===== config.mk =====
export PLATFORM = sky130hd
export DESIGN_NAME = operand_scatter
export DESIGN_NICKNAME = d
export VERILOG_FILES = /design/src/rtl/operand_scatter.sv
export SDC_FILE = /design/constraint.sdc
export NUM_CORES = 1
export LEC_CHECK = 0
export BUFFER_PORTS_ARGS = -buffer_cell sky130_fd_sc_hd__clkbuf_2
export CAP_MARGIN = 20
export CORE_ASPECT_RATIO = 0.5
export CORE_MARGIN = 5
export CORE_UTILIZATION = 60
export DETAILED_ROUTE_END_ITERATION = 12
export HOLD_SLACK_MARGIN = 0.03
export PLACE_DENSITY_LB_ADDON = 0.2
export SYNTH_ARGS = -nofsm -noshare
export SYNTH_HDL_FRONTEND = slang
export SYNTH_SLANG_ARGS = --single-unit

===== constraint.sdc =====
create_clock -name clk -period 30 [get_ports clk]
set_input_delay 1.5 -clock clk [delete_from_list [all_inputs] [get_ports clk]]
set_output_delay 1.5 -clock clk [all_outputs]
set_load 0.01 [all_outputs]

===== src/rtl/operand_scatter.sv =====
`default_nettype none
// ============================================================================
// Module   : operand_scatter
// Purpose  : Scatters a stream of signed operand words across N_PE lane
//            registers, then holds the frame until the PE array launches it.
//            Optional macro SCATTER_SKID_EN adds a one-entry skid register.
// Revision : 1.0 - initial release
// ============================================================================
module operand_scatter #(
    parameter int N_PE        = 32,
    parameter int WID_PE_BITS = 16
) (
    input  logic                          clk,
    input  logic                          rst,
    input  logic                          scatter_enable,
    input  logic                          in_valid,
    input  logic signed [WID_PE_BITS-1:0] in_data,
    input  logic                          in_last,
    output logic                          in_ready,
    output logic signed [WID_PE_BITS-1:0] pe_operand [N_PE],
    output logic        [N_PE-1:0]        mac_enable,
    output logic                          launch_valid,
    input  logic                          launch_ready,
    output logic        [$clog2(N_PE):0]  lane_count
);

    localparam int c_idx_w = $clog2(N_PE);
    localparam int c_cnt_w = c_idx_w + 1;
    localparam logic [c_cnt_w-1:0] c_last_idx = c_cnt_w'(N_PE - 1);

    typedef enum logic [1:0] {
        ST_IDLE = 2'd0,
        ST_FILL = 2'd1,
        ST_HOLD = 2'd2
    } state_t;

    state_t               r_state;
    state_t               w_state_nxt;
    logic [c_cnt_w-1:0]   r_wr_idx;
    logic [c_idx_w-1:0]   w_lane;
    logic                 w_accept;
    logic                 w_launch;
    logic                 w_term;

`ifdef SCATTER_SKID_EN
    logic                          r_skid_full;
    logic signed [WID_PE_BITS-1:0] r_skid_data;
    logic                          r_skid_last;
    logic                          w_load_valid;
    logic signed [WID_PE_BITS-1:0] w_load_data;
    logic                          w_load_last;

    assign in_ready     = (r_state != ST_HOLD) || !r_skid_full;
    // Word that lands in lane 0 when a launch completes: skid contents first,
    // otherwise a word arriving on the launch edge itself.
    assign w_load_valid = r_skid_full || w_accept;
    assign w_load_data  = r_skid_full ? r_skid_data : in_data;
    assign w_load_last  = r_skid_full ? r_skid_last : in_last;
`else
    assign in_ready     = (r_state != ST_HOLD);
`endif

    assign launch_valid = (r_state == ST_HOLD);
    assign w_accept     = in_valid && in_ready && scatter_enable;
    assign w_launch     = launch_valid && launch_ready && scatter_enable;
    assign w_term       = in_last || (r_wr_idx == c_last_idx);
    assign w_lane       = r_wr_idx[c_idx_w-1:0];
    assign lane_count   = r_wr_idx;

    always_ff @(posedge clk or posedge rst) begin
        if (rst) begin
            r_state <= ST_IDLE;
        end else begin
            r_state <= w_state_nxt;
        end
    end

    always_comb begin
        w_state_nxt = r_state;
        case (r_state)
            ST_IDLE, ST_FILL: begin
                if (w_accept) begin
                    w_state_nxt = w_term ? ST_HOLD : ST_FILL;
                end
            end
            ST_HOLD: begin
                if (w_launch) begin
`ifdef SCATTER_SKID_EN
                    if (w_load_valid) begin
                        w_state_nxt = w_load_last ? ST_HOLD : ST_FILL;
                    end else begin
                        w_state_nxt = ST_IDLE;
                    end
`else
                    w_state_nxt = ST_IDLE;
`endif
                end
            end
            default: w_state_nxt = ST_IDLE;
        endcase
    end

    always_ff @(posedge clk or posedge rst) begin
        if (rst) begin
            for (int i = 0; i < N_PE; i++) begin
                pe_operand[i] <= '0;
            end
            mac_enable <= '0;
            r_wr_idx   <= '0;
`ifdef SCATTER_SKID_EN
            r_skid_full <= 1'b0;
            r_skid_data <= '0;
            r_skid_last <= 1'b0;
`endif
        end else if (w_launch) begin
            for (int i = 0; i < N_PE; i++) begin
                pe_operand[i] <= '0;
            end
            mac_enable <= '0;
            r_wr_idx   <= '0;
`ifdef SCATTER_SKID_EN
            if (w_load_valid) begin
                pe_operand[0] <= w_load_data;
                mac_enable[0] <= 1'b1;
                r_wr_idx      <= c_cnt_w'(1);
            end
            r_skid_full <= 1'b0;
`endif
        end else if (w_accept) begin
            if (r_state != ST_HOLD) begin
                pe_operand[w_lane] <= in_data;
                mac_enable[w_lane] <= 1'b1;
                r_wr_idx           <= r_wr_idx + c_cnt_w'(1);
            end
`ifdef SCATTER_SKID_EN
            else begin
                r_skid_full <= 1'b1;
                r_skid_data <= in_data;
                r_skid_last <= in_last;
            end
`endif
        end
    end

endmodule
`default_nettype wire


==> metrics.md, run 1 <==
| Metric | Value |
|---|---|
| Clock Skew | `around 0.022 ns` |
| Drt pass-1 iters | `5` |
| CTS root buffer | `clkbuf_16` |
| Drt initial violations | `4808` |
| DR WL/cell | `28.4 um` |
| Async set or reset register ratio after synthesis | `between 90% and 100%` |
| Crit Path Category | `in -> reg` |
| Max_cap viols | `0` |
| Post-CTS setup buffers | `0` |
| Tcrit/Tclk final | `13.8%` |
| Power Total | `2240 uW` |
| Fin Setup TNS | `0 ns` |
| Switching share of power | `36.5%` |
| Pwr/cell area | `about 73 nW/um^2` |
| Num CTS Buffers | `49` |
| Crit path required time | `~30 ns` |
| #FFs+latches synth | `around 550` |
| Via count | `roughly 26000` |
| Max VDD drop | `39.0 uV` |
| Hold depth | `2` |
| Post-synth top cells | `dfrtp_1, a21oi_1, nand4_1` |
| Yosys Warn Count | `0` |
| Sequential Area | `between 10000 and 15000 um^2` |
| Avg Vias per Cell | `between 7 and 8` |
| Syn_nets | `roughly 2800` |
| Sinks on Clock Net | `between 500 and 600` |
| Fillers | `3483` |
| Routability cong. | `0.865` |
| Psw | `between 800 and 900 uW` |
| Syn_area_per_cell | `roughly 10 um^2` |
| Fin nets | `2957` |
| CP Capture Type | `flip-flop` |
| Count leader, synth | `dfrtp_1` |
| Input/output buffers | `between 500 and 600` |
| Post-synthesis cell count | `approximately 2700` |
| CTS Buffer Depth | `3` |
| Sequential power share | `around 43%` |
| Drc violations | `0` |
| Max Clk Rate | `between 200 and 250 MHz` |
| Gate power share | `27.6%` |
| Core ar. | `around 45000 um^2` |
| CTS tree | `done` |
| Fraction of layout cells with a size suffix above 1 | `26.3%` |
| RSZ-0062 raised after global routing | `false` |
| Synth Cell Area | `approximately 27000 um^2` |
| Critical path launch point type | `primary input` |
| Post-CTS Hold Fix Bufs | `0` |
| Number of synthesized flops with an enable pin | `0` |
| Synth top area share | `between 50% and 60%` |
| Boundary pin count | `between 500 and 600` |
| Setup-failing EPs final | `0` |
| Power Internal | `roughly 1400 uW` |
| GRT overflow | `0` |
| Pin count of the biggest net entering global routing | `~230` |
| Fin crit period | `4.14 ns` |
| Leakage | `around 0.014 uW` |
| Max-slew violation count | `0` |
| Post-synthesis sequential area ratio | `roughly half` |
| Critical Path AT | `roughly 4.6 ns` |
| Hold_ws | `about 0.50 ns` |
| Die ar. | `50300 um^2` |
| Layout Area Growth over Synthesis | `12.9%` |
| Initial antenna violation count | `0` |
| Total Routing Usage GR | `a little under two fifths` |
| Slew @ Worst Pin | `between 1 and 1.5 ns` |
| Drt total wl | `101000 um` |
| Final Hold Viols | `0` |
| Vias in the first global route | `between 20000 and 30000` |
| Worst-Skew Late Latency | `between 0.5 and 0.6 ns` |
| Ys flop type | `dfrtp_1` |
| Relative slew slack | `between 10% and 20%` |
| Top post-synthesis cells by area | `dfrtp_1, o31ai_1, nand4_1` |
| Outcome | `completed` |
| Yosys top cell by area | `dfrtp_1` |
| Die outline height | `roughly 160 um` |
| Global-route wire length before repair | `154000 um` |
| FP Rows | `55` |
| Initial Util | `approximately 60%` |
| Cells on worst reg2reg path | `6` |
| Cell variety after synth | `43` |
| ANT nets after route | `0` |
| Critical Path Fanout Max | `105` |
| Die X | `between 300 and 400 um` |
| Post-CTS resize count | `0` |
| Area of the multi-input gates | `about 11000 um^2` |
| H-tree levels | `2` |
| Clock Pin Slew Worst Setup and Hold Paths | `0.07 ns` |
| Clock power frac | `29.2%` |
| Dpl hpwl | `around 55000 um` |
| HP Class | `reg -> reg` |
| Diode count | `0` |
[critical path, stage by stage]
cell and delay, ns:
clkbuf_2 0.14, and2_4 0.57, buf_4 0.84, buf_4 0.98, nand4_1 0.24, a21oi_1 0.23
[worst paths after layout]
check	start	to	slack [ns]
setup / recovery	scatter_enable	pe_operand[161]	25.86
hold / removal	mac_enable[6]	mac_enable[6]	0.50
setup reg to reg	r_state[1]	pe_operand[161]	26.41
hold reg to reg	mac_enable[6]	mac_enable[6]	0.50
max in group asynchronous	rst	pe_operand[69]	26.71
min in group asynchronous	rst	pe_operand[460]	1.09
[metal layers]
metal | global-route usage [%] | wire (um)
met4 | 21.6 | 7300
met3 | 9.44 | 10500
met2 | 57.8 | 46100
met5 | 0 | 0
met1 | 50.2 | 37500
[area by class of cell]
class                      count  share of cell area (%)
timing repair buffer         624                    10.8
clock inverter                13                   0.567
multi-input combinational   1698                    36.7
sequential                   552                    44.7
clock buffer                  72                    4.64
inverter                       6                   0.121
tap                          598                    2.42
[cell families (layout without fill, tap and decap cells)]
logic type	after synthesis	after routing	synth area share [%]
AOI/OAI and AO/OA	1068	1068	25.1
and+or+nand+nor	625	625	15.8
DFF	552	552	50.4
buffers and inverters	483	715	8.39
adders and majority gates	4	4	0.183
muxes	1	1	0.0365
[per-stage QoR]
stage / utilization (%) / instances / setup WS [ns] / instance area, um^2
finish: 68.5 / 3563 / 25.86 / 30900
global route: 68.5 / 3563 / 25.83 / 30900
CTS: 68.4 / 3561 / 25.94 / 30900
detailed placement: 64.8 / 3476 / 25.34 / 29300
global placement: 64.8 / 3476 / 25.32 / 29300
floorplan: - / 2733 / 13.07 / 27400
[sequential cells by signal (all words and copies together), names as in the netlist]
signal	count
lane_count	6
mac_enable	32
pe_operand	512
r_state	2
[placed cells by master, fill, tap and decap left out, types with 4 or more instances in the layout]
cell,instances
a21oi_1,516
nand4_1,512
o31ai_1,475
and4bb_2,7
dfrtp_1,549
clkbuf_1,11
buf_4,45
buf_12,5
nand4b_4,12
nand4bb_1,12
a31oi_1,31
inv_1,4
ha_1,4
clkbuf_2,573
bufinv_16,4
o31ai_2,40
and4b_1,12
clkinvlp_4,4
clkbuf_8,12
nor2_1,32
and4_1,4
clkbuf_16,49
clkinv_2,5
nand2_1,4
nor4b_4,4
[power groups by stage]
stage / sequential [uW] / clock [uW] / combinational, uW
4_1_cts: 967 / 654 / 612
2_1_floorplan: 992 / 0 / 363
5_1_grt: 979 / 687 / 660
6_report: 969 / 654 / 619
3_5_place_dp: 980 / 0 / 611
3_3_place_gp: 977 / 0 / 602
No activity file was read; power rests on OpenSTA's default activity.
==> run 2: changes to the inputs <==
- CORE_UTILIZATION: 60 -> 50
- clock period: 30 -> 3.65 ns (I/O delays scaled with it)
==> run 2 against run 1 <==
Net effect: setup slack worse by 25 ns; count of clock-buffer cells in the layout up 9; clock power rose to 8.4 times the previous value; sequential share of layout area down 0.80 points; cell count up 4.0%; wire length up 5.6%; sequential cell count unchanged; combinational power rose to 8.3 times the previous value; global-route usage down 4.0 points; sequential power rose to 8.3 times the previous value; non-clock buffer count up 19; power rose to 8.3 times the previous value.
==> metrics.md, run 2 (same netlist as run 1, synthesis figures left out) <==
| Metric | Value |
|---|---|
| Hold endpoint | `r_state[1]` |
| Input/output buffers | `573 (unchanged)` |
| Layout Area Growth over Synthesis | `14.9%` |
| CP Capture Type | `flip-flop` |
| Fraction of layout cells with a size suffix above 1 | `26.8% (+0.44 points)` |
| Die ar. | `59800 um^2 (+19%)` |
| Initial Util | `50.7% (-9.9 points)` |
| Outcome | `completed` |
| Final Hold Viols | `0 (unchanged)` |
| Pwr/cell area | `592 nW/um^2 (+720%)` |
| Max-slew violation count | `0 (unchanged)` |
| DR WL/cell | `28.9 um (+1.6%)` |
| FP Rows | `60 (+9.1%)` |
| Core ar. | `54000 um^2 (+20%)` |
| Die X | `341 um (+9.2%)` |
| Placed cell area | `29800 um^2 (+1.8%)` |
| Post-CTS Hold Fix Bufs | `3 (+3)` |
| Critical Path Fanout Max | `16 (-85%)` |
| Reg2reg setup slack | `0.78 ns (-25.63 ns)` |
| GRT overflow | `0 (unchanged)` |
| Cells on worst reg2reg path | `6 (unchanged)` |
| CTS Buffer Depth | `3 (unchanged)` |
| Routability cong. | `0.843 (-2.5%)` |
| Diode count | `0 (unchanged)` |
| Drt total wl | `107000 um (+5.6%)` |
| Total Routing Usage GR | `34.0% (-4.0 points)` |
| Clock Skew | `0.0140 ns (-0.00813 ns)` |
| Drt pass-1 iters | `5 (unchanged)` |
| Clock Pin Slew Worst Setup and Hold Paths | `0.07 ns (about the same)` |
| Max Clk Rate | `between 300 and 400 MHz` |
| Most frequent cells in the layout | `clkbuf_2, dfrtp_1, a21oi_1` |
| Global-route wire length before repair | `161000 um (+4.6%)` |
| Boundary pin count | `574 (unchanged)` |
| Post-CTS resize count | `0 (unchanged)` |
| Via count | `26000 (-1.3%)` |
| Vias in the first global route | `25000 (-0.24%)` |
| Final WS setup | `0.781 ns (-25.08 ns)` |
| Leakage | `0.0139 uW (+1.4%)` |
| Crit path required time | `4.08 ns (-26.39 ns)` |
| Relative slew slack | `20.3% (+7.7 points)` |
| Hold depth | `3 (+1)` |
| Critical Path AT | `3.30 ns (-1.31 ns)` |
| Initial antenna violation count | `0 (unchanged)` |
| Hold path startpoint | `scatter_enable` |
| Most flop-heavy register | `pe_operand` |
| CTS tree | `done` |
| Fin crit period | `2.87 ns` |
| Max_cap viols | `0 (unchanged)` |
| HP Class | `in -> reg` |
| Critical path launch point type | `flip-flop` |
| Commonest non-fill, non-tap cell in the layout | `clkbuf_2` |
| Fin nets | `2979 (+0.74%)` |
| Num CTS Buffers | `52 (+6.1%)` |
| Drt initial violations | `3715 (-23%)` |
| Worst-Skew Late Latency | `0.60 ns (+0.02 ns)` |
| Max VDD drop | `410 uV (+950%)` |
| CTS root buffer | `clkbuf_16` |
| R2R Path Start | `lane_count[0]` |
| ANT nets after route | `0 (unchanged)` |
| Setup-failing EPs final | `0 (unchanged)` |
| Area of the multi-input gates | `11400 um^2 (unchanged)` |
| Slew @ Worst Pin | `1.20 ns (-0.116 ns)` |
| Worst reg2reg path endpoint | `pe_operand[218]` |
| Sinks on Clock Net | `552 (unchanged)` |
| Sequential Area | `13800 um^2 (unchanged)` |
| Crit Path Category | `reg -> reg` |
| Drc violations | `0 (unchanged)` |
| Place WS | `0.902 ns (-24.44 ns)` |
| Post-CTS setup buffers | `0 (unchanged)` |
| RSZ-0062 raised after global routing | `false` |
| Die outline height | `175 um (+9.0%)` |
| H-tree levels | `2 (unchanged)` |
| Tcrit/Tclk final | `roughly 80%` |
| Avg Vias per Cell | `7.03 (-5.0%)` |
| Final instance area | `31500 um^2 (+1.8%)` |
| Pin count of the biggest net entering global routing | `224 (-2.2%)` |
| Dpl hpwl | `60800 um (+11%)` |
| Fillers | `4752 (+36%)` |
| Number of flip-flops in the largest register | `512 (unchanged)` |
[run 2: per-layer routing]
metal | vias up | track usage [%] | wire length, um | part of all wire (%)
met1 | 13200 | 46.2 | 42000 | 39
met5 | - | 0 | 0 | 0
li1 | 11100 | - | - | -
met4 | 0 | 18.5 | 6820 | 6.4
met3 | 335 | 5.54 | 8280 | 7.7
met2 | 1435 | 52.6 | 49900 | 47
[run 2: critical path: stages, from the launching register on]
cell	delay (ns)
dfrtp_1	0.43
inv_1	0.14
ha_1	0.39
buf_4	0.28
nand4bb_1	0.77
o31ai_1	0.57
a21oi_1	0.13
[run 2: cell type report]
cell class / count / share of cell area (%)
Sequential cell: 552 / 43.9
Multi-Input combinational cell: 1698 / 36.1
Tap cell: 713 / 2.83
Inverter: 6 / 0.107
Clock inverter: 11 / 0.282
Timing Repair Buffer: 643 / 11.8
Clock buffer: 81 / 4.99
[run 2: how the worst max path moves through the flow]
| stage | depth (start not counted) | start | slack (ns) | endpoint |
|---|---|---|---|---|
| finish | 6 | lane_count[0] | 0.78 | pe_operand[218] |
| global route | 6 | lane_count[0] | 0.69 | pe_operand[218] |
| CTS | 6 | lane_count[0] | 0.87 | pe_operand[218] |
| detailed placement | 6 | lane_count[0] | 0.90 | pe_operand[212] |
| global placement | 4 | lane_count[3] | 1.02 | pe_operand[412] |
| floorplan | 1 | rst | -4.04 | lane_count[0] |
[run 2: stage by stage]
step / instances / hold WS [ns] / total power, uW / utilization (%) / TNS, ns
after global routing: 3704 / 0.0937 / 19300 / 58.3 / 0
after detailed placement: 3609 / 0.324 / 13200 / 55.2 / 0
final: 3704 / 0.0713 / 18600 / 58.3 / 0
after global placement: 3609 / 0.318 / 13100 / 55.2 / 0
after floorplan: 2733 / 0.327 / 11100 / - / -2232.47
after CTS: 3704 / 0.0495 / 18600 / 58.3 / 0
[run 2: power by group]
part,internal [uW],total (uW),switching (uW)
registers,7070,8010,935
clock network,3020,5480,2460
logic,1700,5130,3430
